### config.mk
export PLATFORM = sky130hd
export DESIGN_NAME = bp_lite_to_burst_flat
export DESIGN_NICKNAME = d
export VERILOG_FILES = /design/src/rtl/bp_lite_to_burst_pkg.sv /design/src/rtl/bp_lite_to_burst_if.sv /design/src/rtl/bp_lite_to_burst_chk.sv /design/src/rtl/bp_lite_to_burst_piso.sv /design/src/rtl/bp_lite_to_burst.sv /design/src/flat_wrapper.sv
export SDC_FILE = /design/constraint.sdc
export NUM_CORES = 1
export LEC_CHECK = 0
export BUFFER_PORTS_ARGS = -buffer_cell sky130_fd_sc_hd__buf_2
export CORE_AREA = 2 2 266 268
export DETAILED_ROUTE_END_ITERATION = 7
export DIE_AREA = 0 0 268 270
export MAX_ROUTING_LAYER = met4
export SLEW_MARGIN = 20
export SYNTH_ARGS = -nofsm -noshare
export SYNTH_HDL_FRONTEND = slang
export SYNTH_HIERARCHICAL = 1
export SYNTH_SLANG_ARGS = --single-unit
### constraint.sdc
create_clock -name clk_i -period 1.77 [get_ports clk_i]
set_input_delay 0 -clock clk_i [delete_from_list [all_inputs] [get_ports clk_i]]
set_output_delay 0 -clock clk_i [all_outputs]
set_load 0.01 [all_outputs]
### src/rtl/bp_lite_to_burst_pkg.sv
// bp_lite_to_burst_pkg
//   Shared types for the Lite-to-Burst memory message converter: message
//   type and size encodings, the memory header layout, and the beat-count
//   helper that the burst-to-lite side uses as well.
package bp_lite_to_burst_pkg;

   localparam int paddr_width_gp = 40;

   typedef enum logic [3:0] {
      e_bp_mem_msg_rd    = 4'd0,
      e_bp_mem_msg_wr    = 4'd1,
      e_bp_mem_msg_uc_rd = 4'd2,
      e_bp_mem_msg_uc_wr = 4'd3,
      e_bp_mem_msg_pre   = 4'd4
   } bp_mem_msg_e;

   // A size code s describes a 2**s byte transfer.
   typedef enum logic [2:0] {
      e_bp_mem_msg_size_1   = 3'd0,
      e_bp_mem_msg_size_2   = 3'd1,
      e_bp_mem_msg_size_4   = 3'd2,
      e_bp_mem_msg_size_8   = 3'd3,
      e_bp_mem_msg_size_16  = 3'd4,
      e_bp_mem_msg_size_32  = 3'd5,
      e_bp_mem_msg_size_64  = 3'd6,
      e_bp_mem_msg_size_128 = 3'd7
   } bp_mem_msg_size_e;

   typedef struct packed {
      logic [7:0]                payload;
      bp_mem_msg_size_e          size;
      logic [paddr_width_gp-1:0] addr;
      bp_mem_msg_e               msg_type;
   } bp_mem_msg_header_s;

   localparam int mem_header_width_gp = $bits(bp_mem_msg_header_s);

   // Beats needed to carry a 2**size byte transfer over 2**beat_bytes_lg
   // byte beats; anything up to one beat still takes a single beat.
   function automatic logic [8:0] bp_mem_num_beats(input logic [2:0] size,
                                                   input logic [2:0] beat_bytes_lg);
      logic [8:0] beats;
      if (size <= beat_bytes_lg) begin
         beats = 9'd1;
      end else begin
         beats = 9'd1 << (size - beat_bytes_lg);
      end
      return beats;
   endfunction

endpackage

### src/rtl/bp_lite_to_burst_if.sv
// bp_lite_if / bp_burst_if
//   bp_lite_if  : single-cycle Lite message {header, data} with ready-valid-and.
//                 master drives mem/mem_v, slave drives mem_ready.
//   bp_burst_if : Burst header channel plus serialized data channel, each
//                 with its own ready-valid-and handshake.
//                 master drives header/header_v/data/data_v, slave drives readies.
interface bp_lite_if #(parameter int data_width_p = 512);
   import bp_lite_to_burst_pkg::*;

   logic [mem_header_width_gp+data_width_p-1:0] mem;
   logic                                        mem_v;
   logic                                        mem_ready;

   modport master (output mem, output mem_v, input mem_ready);
   modport slave  (input mem, input mem_v, output mem_ready);
endinterface

interface bp_burst_if #(parameter int data_width_p = 64);
   import bp_lite_to_burst_pkg::*;

   bp_mem_msg_header_s      header;
   logic                    header_v;
   logic                    header_ready;
   logic [data_width_p-1:0] data;
   logic                    data_v;
   logic                    data_ready;

   modport master (output header, output header_v, input header_ready,
                   output data, output data_v, input data_ready);
   modport slave  (input header, input header_v, output header_ready,
                   input data, input data_v, output data_ready);
endinterface

### src/rtl/bp_lite_to_burst_chk.sv
// bp_lite_to_burst_chk
//   Protocol checks for the Lite-to-Burst converter.
//   clk_i, reset_n_i : clock, async active-low reset
//   accept_i         : a Lite message is accepted this cycle
//   size_i           : size code of the incoming message
module bp_lite_to_burst_chk
   import bp_lite_to_burst_pkg::*;
#(
   parameter int in_data_width_p = 512
) (
   input logic             clk_i,
   input logic             reset_n_i,
   input logic             accept_i,
   input bp_mem_msg_size_e size_i
);
   localparam int in_bytes_lg_lp = $clog2(in_data_width_p / 8);

   // A transfer wider than the Lite data bus has no data to serialise.
   size_legal_a: assert property (@(posedge clk_i) disable iff (!reset_n_i)
      accept_i |-> (int'(size_i) <= in_bytes_lg_lp));

endmodule

### src/rtl/bp_lite_to_burst_piso.sv
// bp_lite_to_burst_piso
//   Holds one wide data word and emits it as a run of narrow beats.
//   clk_i, reset_n_i : clock, async active-low reset
//   load_i           : capture data_i / num_beats_i / start_idx_i
//   num_beats_i      : beats to emit for this load
//   start_idx_i      : first word index; later beats wrap within num_beats
//   data_o, v_o      : current beat and its valid
//   ready_i          : downstream ready (ready-valid-and)
//   last_o           : the final beat is handshaking this cycle
module bp_lite_to_burst_piso #(
   parameter int in_data_width_p  = 512,
   parameter int out_data_width_p = 64,
   localparam int burst_words_lp  = in_data_width_p / out_data_width_p,
   localparam int cnt_width_lp    = (burst_words_lp > 1) ? $clog2(burst_words_lp) : 1
) (
   input  logic                        clk_i,
   input  logic                        reset_n_i,
   input  logic                        load_i,
   input  logic [in_data_width_p-1:0]  data_i,
   input  logic [cnt_width_lp:0]       num_beats_i,
   input  logic [cnt_width_lp-1:0]     start_idx_i,
   output logic [out_data_width_p-1:0] data_o,
   output logic                        v_o,
   input  logic                        ready_i,
   output logic                        last_o
);
   localparam logic [cnt_width_lp:0]   beat_one_lp = (cnt_width_lp+1)'(1'b1);
   localparam logic [cnt_width_lp-1:0] idx_one_lp  = cnt_width_lp'(1'b1);

   logic [burst_words_lp-1:0][out_data_width_p-1:0] data_q, data_d;
   logic [cnt_width_lp:0]   beats_left_q, beats_left_d;
   logic [cnt_width_lp-1:0] beat_idx_q, beat_idx_d;
   logic [cnt_width_lp-1:0] wrap_mask_q, wrap_mask_d;
   logic                    send_s;

   assign v_o    = (beats_left_q != {(cnt_width_lp+1){1'b0}});
   assign send_s = v_o & ready_i;
   assign last_o = send_s & (beats_left_q == beat_one_lp);
   assign data_o = data_q[beat_idx_q];

   // Next-state for the beat buffer: load a new word or advance one beat.
   always_comb begin
      data_d       = data_q;
      beats_left_d = beats_left_q;
      beat_idx_d   = beat_idx_q;
      wrap_mask_d  = wrap_mask_q;
      if (load_i) begin
         data_d       = data_i;
         beats_left_d = num_beats_i;
         beat_idx_d   = start_idx_i;
         // num_beats is a power of two, so num_beats-1 is the wrap mask.
         wrap_mask_d  = num_beats_i[cnt_width_lp-1:0] - idx_one_lp;
      end else if (send_s) begin
         beats_left_d = beats_left_q - beat_one_lp;
         beat_idx_d   = (beat_idx_q + idx_one_lp) & wrap_mask_q;
      end else begin
         beats_left_d = beats_left_q;
         beat_idx_d   = beat_idx_q;
      end
   end

   // Beat buffer state; reset discards any partially sent word.
   always_ff @(posedge clk_i or negedge reset_n_i) begin
      if (!reset_n_i) begin
         data_q       <= '0;
         beats_left_q <= {(cnt_width_lp+1){1'b0}};
         beat_idx_q   <= {cnt_width_lp{1'b0}};
         wrap_mask_q  <= {cnt_width_lp{1'b0}};
      end else begin
         data_q       <= data_d;
         beats_left_q <= beats_left_d;
         beat_idx_q   <= beat_idx_d;
         wrap_mask_q  <= wrap_mask_d;
      end
   end

endmodule

### src/rtl/bp_lite_to_burst.sv
// bp_lite_to_burst
//   Converts one Lite memory message (header + full-width data) into Burst
//   form: a header transaction plus N serialized data beats. One message is
//   buffered; header and data channels drain independently, and the next
//   message is taken only after both have fully handshaken.
//   Ports:
//     clk_i     : clock, rising edge
//     reset_n_i : asynchronous active-low reset
//     lite_if   : Lite input (mem, mem_v, mem_ready)
//     burst_if  : Burst output (header/header_v/header_ready, data/data_v/data_ready)
//   Build option:
//     BP_LITE_TO_BURST_CRITICAL_WORD_EN - start the beat sequence at the
//     addressed (critical) word and wrap within the size-aligned block;
//     otherwise beats always start at word 0.
module bp_lite_to_burst
   import bp_lite_to_burst_pkg::*;
#(
   parameter int          in_data_width_p  = 512,
   parameter int          out_data_width_p = 64,
   parameter logic [15:0] payload_mask_p   = 16'h0000
) (
   input logic        clk_i,
   input logic        reset_n_i,
   bp_lite_if.slave   lite_if,
   bp_burst_if.master burst_if
);
   localparam int burst_words_lp    = in_data_width_p / out_data_width_p;
   localparam int out_data_bytes_lp = out_data_width_p / 8;
   localparam int out_bytes_lg_lp   = $clog2(out_data_bytes_lp);
   localparam int cnt_width_lp      = (burst_words_lp > 1) ? $clog2(burst_words_lp) : 1;

   bp_mem_msg_header_s          in_header_s;
   logic [in_data_width_p-1:0]  in_data_s;
   bp_mem_msg_header_s          header_q, header_d;
   logic                        header_pending_q, header_pending_d;
   logic                        ready_q, ready_d;
   logic                        accept_s, has_data_s;
   logic                        data_v_s, data_last_s;
   logic [cnt_width_lp:0]       num_beats_s;
   logic [cnt_width_lp-1:0]     start_idx_s;

   assign {in_header_s, in_data_s} = lite_if.mem;

   assign accept_s    = lite_if.mem_v & ready_q;
   assign has_data_s  = payload_mask_p[in_header_s.msg_type];
   assign num_beats_s = (cnt_width_lp+1)'(bp_mem_num_beats(in_header_s.size, 3'(out_bytes_lg_lp)));

`ifdef BP_LITE_TO_BURST_CRITICAL_WORD_EN
   // Beat offset of addr inside the size-aligned block; 0 for single-beat sizes.
   assign start_idx_s = in_header_s.addr[out_bytes_lg_lp +: cnt_width_lp]
                      & (num_beats_s[cnt_width_lp-1:0] - cnt_width_lp'(1'b1));
`else
   assign start_idx_s = {cnt_width_lp{1'b0}};
`endif

   // Next-state for the header slot and the registered Lite ready.
   always_comb begin
      header_d         = header_q;
      header_pending_d = header_pending_q;
      if (accept_s) begin
         header_d         = in_header_s;
         header_pending_d = 1'b1;
      end else if (header_pending_q & burst_if.header_ready) begin
         header_pending_d = 1'b0;
      end else begin
         header_pending_d = header_pending_q;
      end
      // Ready returns the cycle after the later of header and final beat.
      ready_d = ~accept_s & ~header_pending_d & (~data_v_s | data_last_s);
   end

   // Header slot and ready flag; ready stays low while reset is asserted.
   always_ff @(posedge clk_i or negedge reset_n_i) begin
      if (!reset_n_i) begin
         header_q         <= '0;
         header_pending_q <= 1'b0;
         ready_q          <= 1'b0;
      end else begin
         header_q         <= header_d;
         header_pending_q <= header_pending_d;
         ready_q          <= ready_d;
      end
   end

   assign lite_if.mem_ready = ready_q;
   assign burst_if.header   = header_q;
   assign burst_if.header_v = header_pending_q;
   assign burst_if.data_v   = data_v_s;

   bp_lite_to_burst_piso #(
      .in_data_width_p (in_data_width_p),
      .out_data_width_p(out_data_width_p)
   ) data_piso (
      .clk_i      (clk_i),
      .reset_n_i  (reset_n_i),
      .load_i     (accept_s & has_data_s),
      .data_i     (in_data_s),
      .num_beats_i(num_beats_s),
      .start_idx_i(start_idx_s),
      .data_o     (burst_if.data),
      .v_o        (data_v_s),
      .ready_i    (burst_if.data_ready),
      .last_o     (data_last_s)
   );

   bp_lite_to_burst_chk #(
      .in_data_width_p(in_data_width_p)
   ) checker_inst (
      .clk_i    (clk_i),
      .reset_n_i(reset_n_i),
      .accept_i (accept_s),
      .size_i   (in_header_s.size)
   );

endmodule

### src/flat_wrapper.sv
// flat-port wrapper written by rule: the top's interface ports become plain ports
module bp_lite_to_burst_flat import bp_lite_to_burst_pkg::*;
#(
   parameter int          in_data_width_p  = 512,
   parameter int          out_data_width_p = 64,
   parameter logic [15:0] payload_mask_p   = 16'h0000
)
  (clk_i, reset_n_i, lite_if_mem, lite_if_mem_v, lite_if_mem_ready, burst_if_header, burst_if_header_v, burst_if_header_ready, burst_if_data, burst_if_data_v, burst_if_data_ready);
  bp_lite_if lite_if_i ();
  bp_burst_if burst_if_i ();
  input logic clk_i;
  input logic reset_n_i;
  input wire logic [$bits(lite_if_i.mem)-1:0] lite_if_mem;
  input wire logic [$bits(lite_if_i.mem_v)-1:0] lite_if_mem_v;
  output wire logic [$bits(lite_if_i.mem_ready)-1:0] lite_if_mem_ready;
  output wire logic [$bits(burst_if_i.header)-1:0] burst_if_header;
  output wire logic [$bits(burst_if_i.header_v)-1:0] burst_if_header_v;
  input wire logic [$bits(burst_if_i.header_ready)-1:0] burst_if_header_ready;
  output wire logic [$bits(burst_if_i.data)-1:0] burst_if_data;
  output wire logic [$bits(burst_if_i.data_v)-1:0] burst_if_data_v;
  input wire logic [$bits(burst_if_i.data_ready)-1:0] burst_if_data_ready;
  assign lite_if_i.mem = lite_if_mem;
  assign lite_if_i.mem_v = lite_if_mem_v;
  assign lite_if_mem_ready = lite_if_i.mem_ready;
  assign burst_if_header = burst_if_i.header;
  assign burst_if_header_v = burst_if_i.header_v;
  assign burst_if_i.header_ready = burst_if_header_ready;
  assign burst_if_data = burst_if_i.data;
  assign burst_if_data_v = burst_if_i.data_v;
  assign burst_if_i.data_ready = burst_if_data_ready;
  bp_lite_to_burst #(.in_data_width_p(in_data_width_p), .out_data_width_p(out_data_width_p), .payload_mask_p(payload_mask_p)) u_core (.clk_i(clk_i), .reset_n_i(reset_n_i), .lite_if(lite_if_i), .burst_if(burst_if_i));
endmodule
==> flow_metrics.env <==
export IMPL_synthMostInstantiatedCell="mux2_2"
export IMPL_synth_edf_count=0
export IMPL_ys_seq_elements=579
export IMPL_drc_errors=0
export IMPL_endpoint_kind="output pin"
export IMPL_maxCapViolCount=0
export IMPL_timing_final_crit_share_pct=134
export IMPL_layout_setup_ws_ns=-0.607
export IMPL_ir_drop_uv=779
export IMPL_fin_util_pct=48.9
export IMPL_reg2regPathDepth=3
export IMPL_finalSetupTns_ns=-36.58
export IMPL_route_vias_total=16600
export IMPL_cts_buffer_depth=3
export IMPL_yosysTopAreaCell="dfrtp_1"
export IMPL_final_nets=2885
export IMPL_core_area_um2=69500
export IMPL_first_pass_iters=5
export IMPL_syn_to_final_growth_pct=32.9
export IMPL_drt_iter0_markers=814
export IMPL_min_period_ns=2.38
export IMPL_wirelength_um=75500
export IMPL_finalHoldViolations=0
export IMPL_violations="slew limit, setup timing"
export IMPL_fillerInstances=6057
export IMPL_yosysWarnings=6
export IMPL_status="finished with violations"
export IMPL_clock_latency_ns=0.59
export IMPL_multi_input_area_um2=10600
export IMPL_skew_ns=0.00721
export IMPL_power_density_nw_per_um2=1160
export IMPL_setup_viol=64
export IMPL_grt_max_degree=529
export IMPL_h_tree_depth=3
export IMPL_grtUsageTotal_pct=21.3
export IMPL_relSlewSlack_pct=-93.5
export IMPL_required_ns=1.77
export IMPL_syn_instance_count=1503
export IMPL_start_kind="register"
export IMPL_cts_sinks=579
export IMPL_timing_fmax_mhz=421
export IMPL_grt_pass1_vias=18500
export IMPL_arrival_ns=2.38
export IMPL_ys_seq_area_share_pct=56.7
export IMPL_syn_mean_instance_area_um2=17.0
export IMPL_rsz0062_at_grt="yes"
export IMPL_num_rows=97
export IMPL_path_max_fanout=13
export IMPL_syn_cell_area_um2=25600
export IMPL_crit_type="register to output pin"
export IMPL_ys_types=34
export IMPL_initial_core_util_pct=36.8
export IMPL_antenna_found_initial=51
export IMPL_reg2reg_to="u_core/burst_if.header[24]"
export IMPL_die_h_um=270
export IMPL_crit_end="burst_if_data[19]"
export IMPL_synthFlopType="dfrtp_1"
export IMPL_tightest_slew_ns=2.90
export IMPL_seq_area_um2=14500
export IMPL_setup_worst_path_start="u_core/data_piso/beat_idx_q[0]"
export IMPL_fin_area_um2=34000
export IMPL_min_path_type="input pin to async pin"
export IMPL_clockRootBuffer="clkbuf_16"
export IMPL_cts_clk_slew_worst_paths_ns=0.05
export IMPL_yosysTopAreaCellShare_pct=56.7
export IMPL_wl_per_cell_um=22.6
export IMPL_die_x_um=268
export IMPL_routed_via_density=4.96
export IMPL_io_buffer_count=693
export IMPL_drive_above_1_share_pct=69.4
export IMPL_slew_violations=315
export IMPL_synth_area_top_cells="dfrtp_1 57%, mux2_2 27%, mux4_2 11%, mux2_4 1.6%, buf_2 1.1%"
export IMPL_numCtsBuffers=69
export IMPL_gp_congestion=0.894
export IMPL_async_flop_share_pct=100
export IMPL_hpwl_um=54200
export IMPL_die_area_um2=72400
export IMPL_timing_rr_start="u_core/lite_if.mem_ready"
export IMPL_power_leakage_nw=15.2
export IMPL_rrSetupSlack_ns=0.10
export IMPL_cts_tree="yes"
export IMPL_final_antenna_net_count=0
export IMPL_place_area_um2=30400
export IMPL_grt_overflow_total=0
export IMPL_grt_first_pass_wirelength_um=114000
export IMPL_ios=694
export IMPL_synth_commonest_cells="604 x mux2_2, 579 x dfrtp_1, 128 x mux4_2, 58 x buf_2, 28 x mux2_4"
[sequential cells by signal, summed over array words and instances, names as in the netlist]
name                           cells
u_core/lite_if.mem_ready           1
u_core/burst_if.header            55
u_core/burst_if.header_v           1
u_core/data_piso/data_q          512
u_core/data_piso/beat_idx_q        3
u_core/data_piso/beats_left_q      4
u_core/data_piso/wrap_mask_q       3
[timing repair]
| item | 4_1_cts | 5_1_grt |
|---|---|---|
| hold endpoints to repair | 606 | 0 |
| gates resized for setup | 57 | 9 |
| setup buffers | 10 | 4 |
| setup endpoints to repair | 65 | 66 |
| gates cloned | 1 | 1 |
| hold buffers | 71 | 0 |
| pin swaps | 1 | 3 |
[cells in the final DEF, fill, tap and decap left out, drive strengths merged]
master,instances
buf,761
mux2,632
dfrtp,579
mux4,128
clkbuf,107
dlygate4sd3,70
diode,50
inv,14
clkinv,7
o21ai,5
nor2,5
ha,5
nand2,5
nor4,4
conb,4
a21oi,4
bufinv,3
a2bb2oi,3
clkinvlp,2
and4b,2
a41oi,2
nor4b,2
and2,1
nand2b,1
nand4b,1
o31a,1
o221a,1
nor3b,1
a221o,1
a221oi,1
or3,1
or4,1
a31oi,1
nor2b,1
o31ai,1
xnor2,1
[final cells by class]
type	instances	share of cell area, %
well taps	940	3.46
multi-input cells	815	31.2
diodes	50	0.368
flip-flops and latches	579	42.7
clock buffers	106	6.09
clock inverters	15	0.567
inverters	11	0.122
repair buffers	832	15.5
[metal layers]
layer / up-vias / track usage, % / share of wire [%]
li1: 7315 / - / -
met1: 8600 / 25.3 / 41
met4: 0 / 10.0 / 3.5
met5: - / - / 0
met3: 145 / 4.97 / 5.6
met2: 537 / 34.4 / 50
[worst max-delay path: stages, from the launching register on]
cell and delay (ns):
dfrtp_4 0.44, buf_12 0.20, buf_16 0.19, mux4_2 0.52, mux2_2 0.29, buf_6 0.12
[power breakdown]
part / total [mW] / switching, mW / internal (mW)
sequential: 16.2 / 1.13 / 15.1
clock: 14.0 / 5.54 / 8.50
combinational: 9.13 / 3.70 / 5.43
total: 39.4 / 10.4 / 29.0
[logic make-up (layout without fill, tap and decap cells)]
logic type,Yosys count,count (layout),share of synthesized area [%]
flops,579,579,56.7
fa+ha+maj,5,5,0.245
xor+xnor,1,1,0.0343
compound gates,20,20,0.553
mux,760,760,39.5
simple gates,25,25,0.602
other cells,1,54,0.0147
buf+inv,112,964,2.37
[through the flow]
step / instances / setup WS [ns] / power (mW) / hold slack (ns)
after floorplan: 1506 / 0.161 / 21.1 / -0.296
after global placement: 3091 / -0.0484 / 24.4 / -0.0264
after detailed placement: 3091 / -0.0487 / 24.6 / -0.0299
after CTS: 3294 / -0.678 / 39.6 / 0.122
after global routing: 3348 / -0.692 / 41.2 / 0.153
final: 3348 / -0.607 / 39.4 / 0.171
[how the worst min path moves through the flow]
stage,start,endpoint
final,reset_n_i,u_core/data_piso/data_q[177]
after global routing,lite_if_mem[539],u_core/burst_if.header[27]
after CTS,lite_if_mem[549],u_core/burst_if.header[37]
after detailed placement,reset_n_i,u_core/data_piso/data_q[177]
after global placement,reset_n_i,u_core/data_piso/data_q[177]
after floorplan,reset_n_i,u_core/burst_if.header[0]
(Power assumes the default switching activity.)
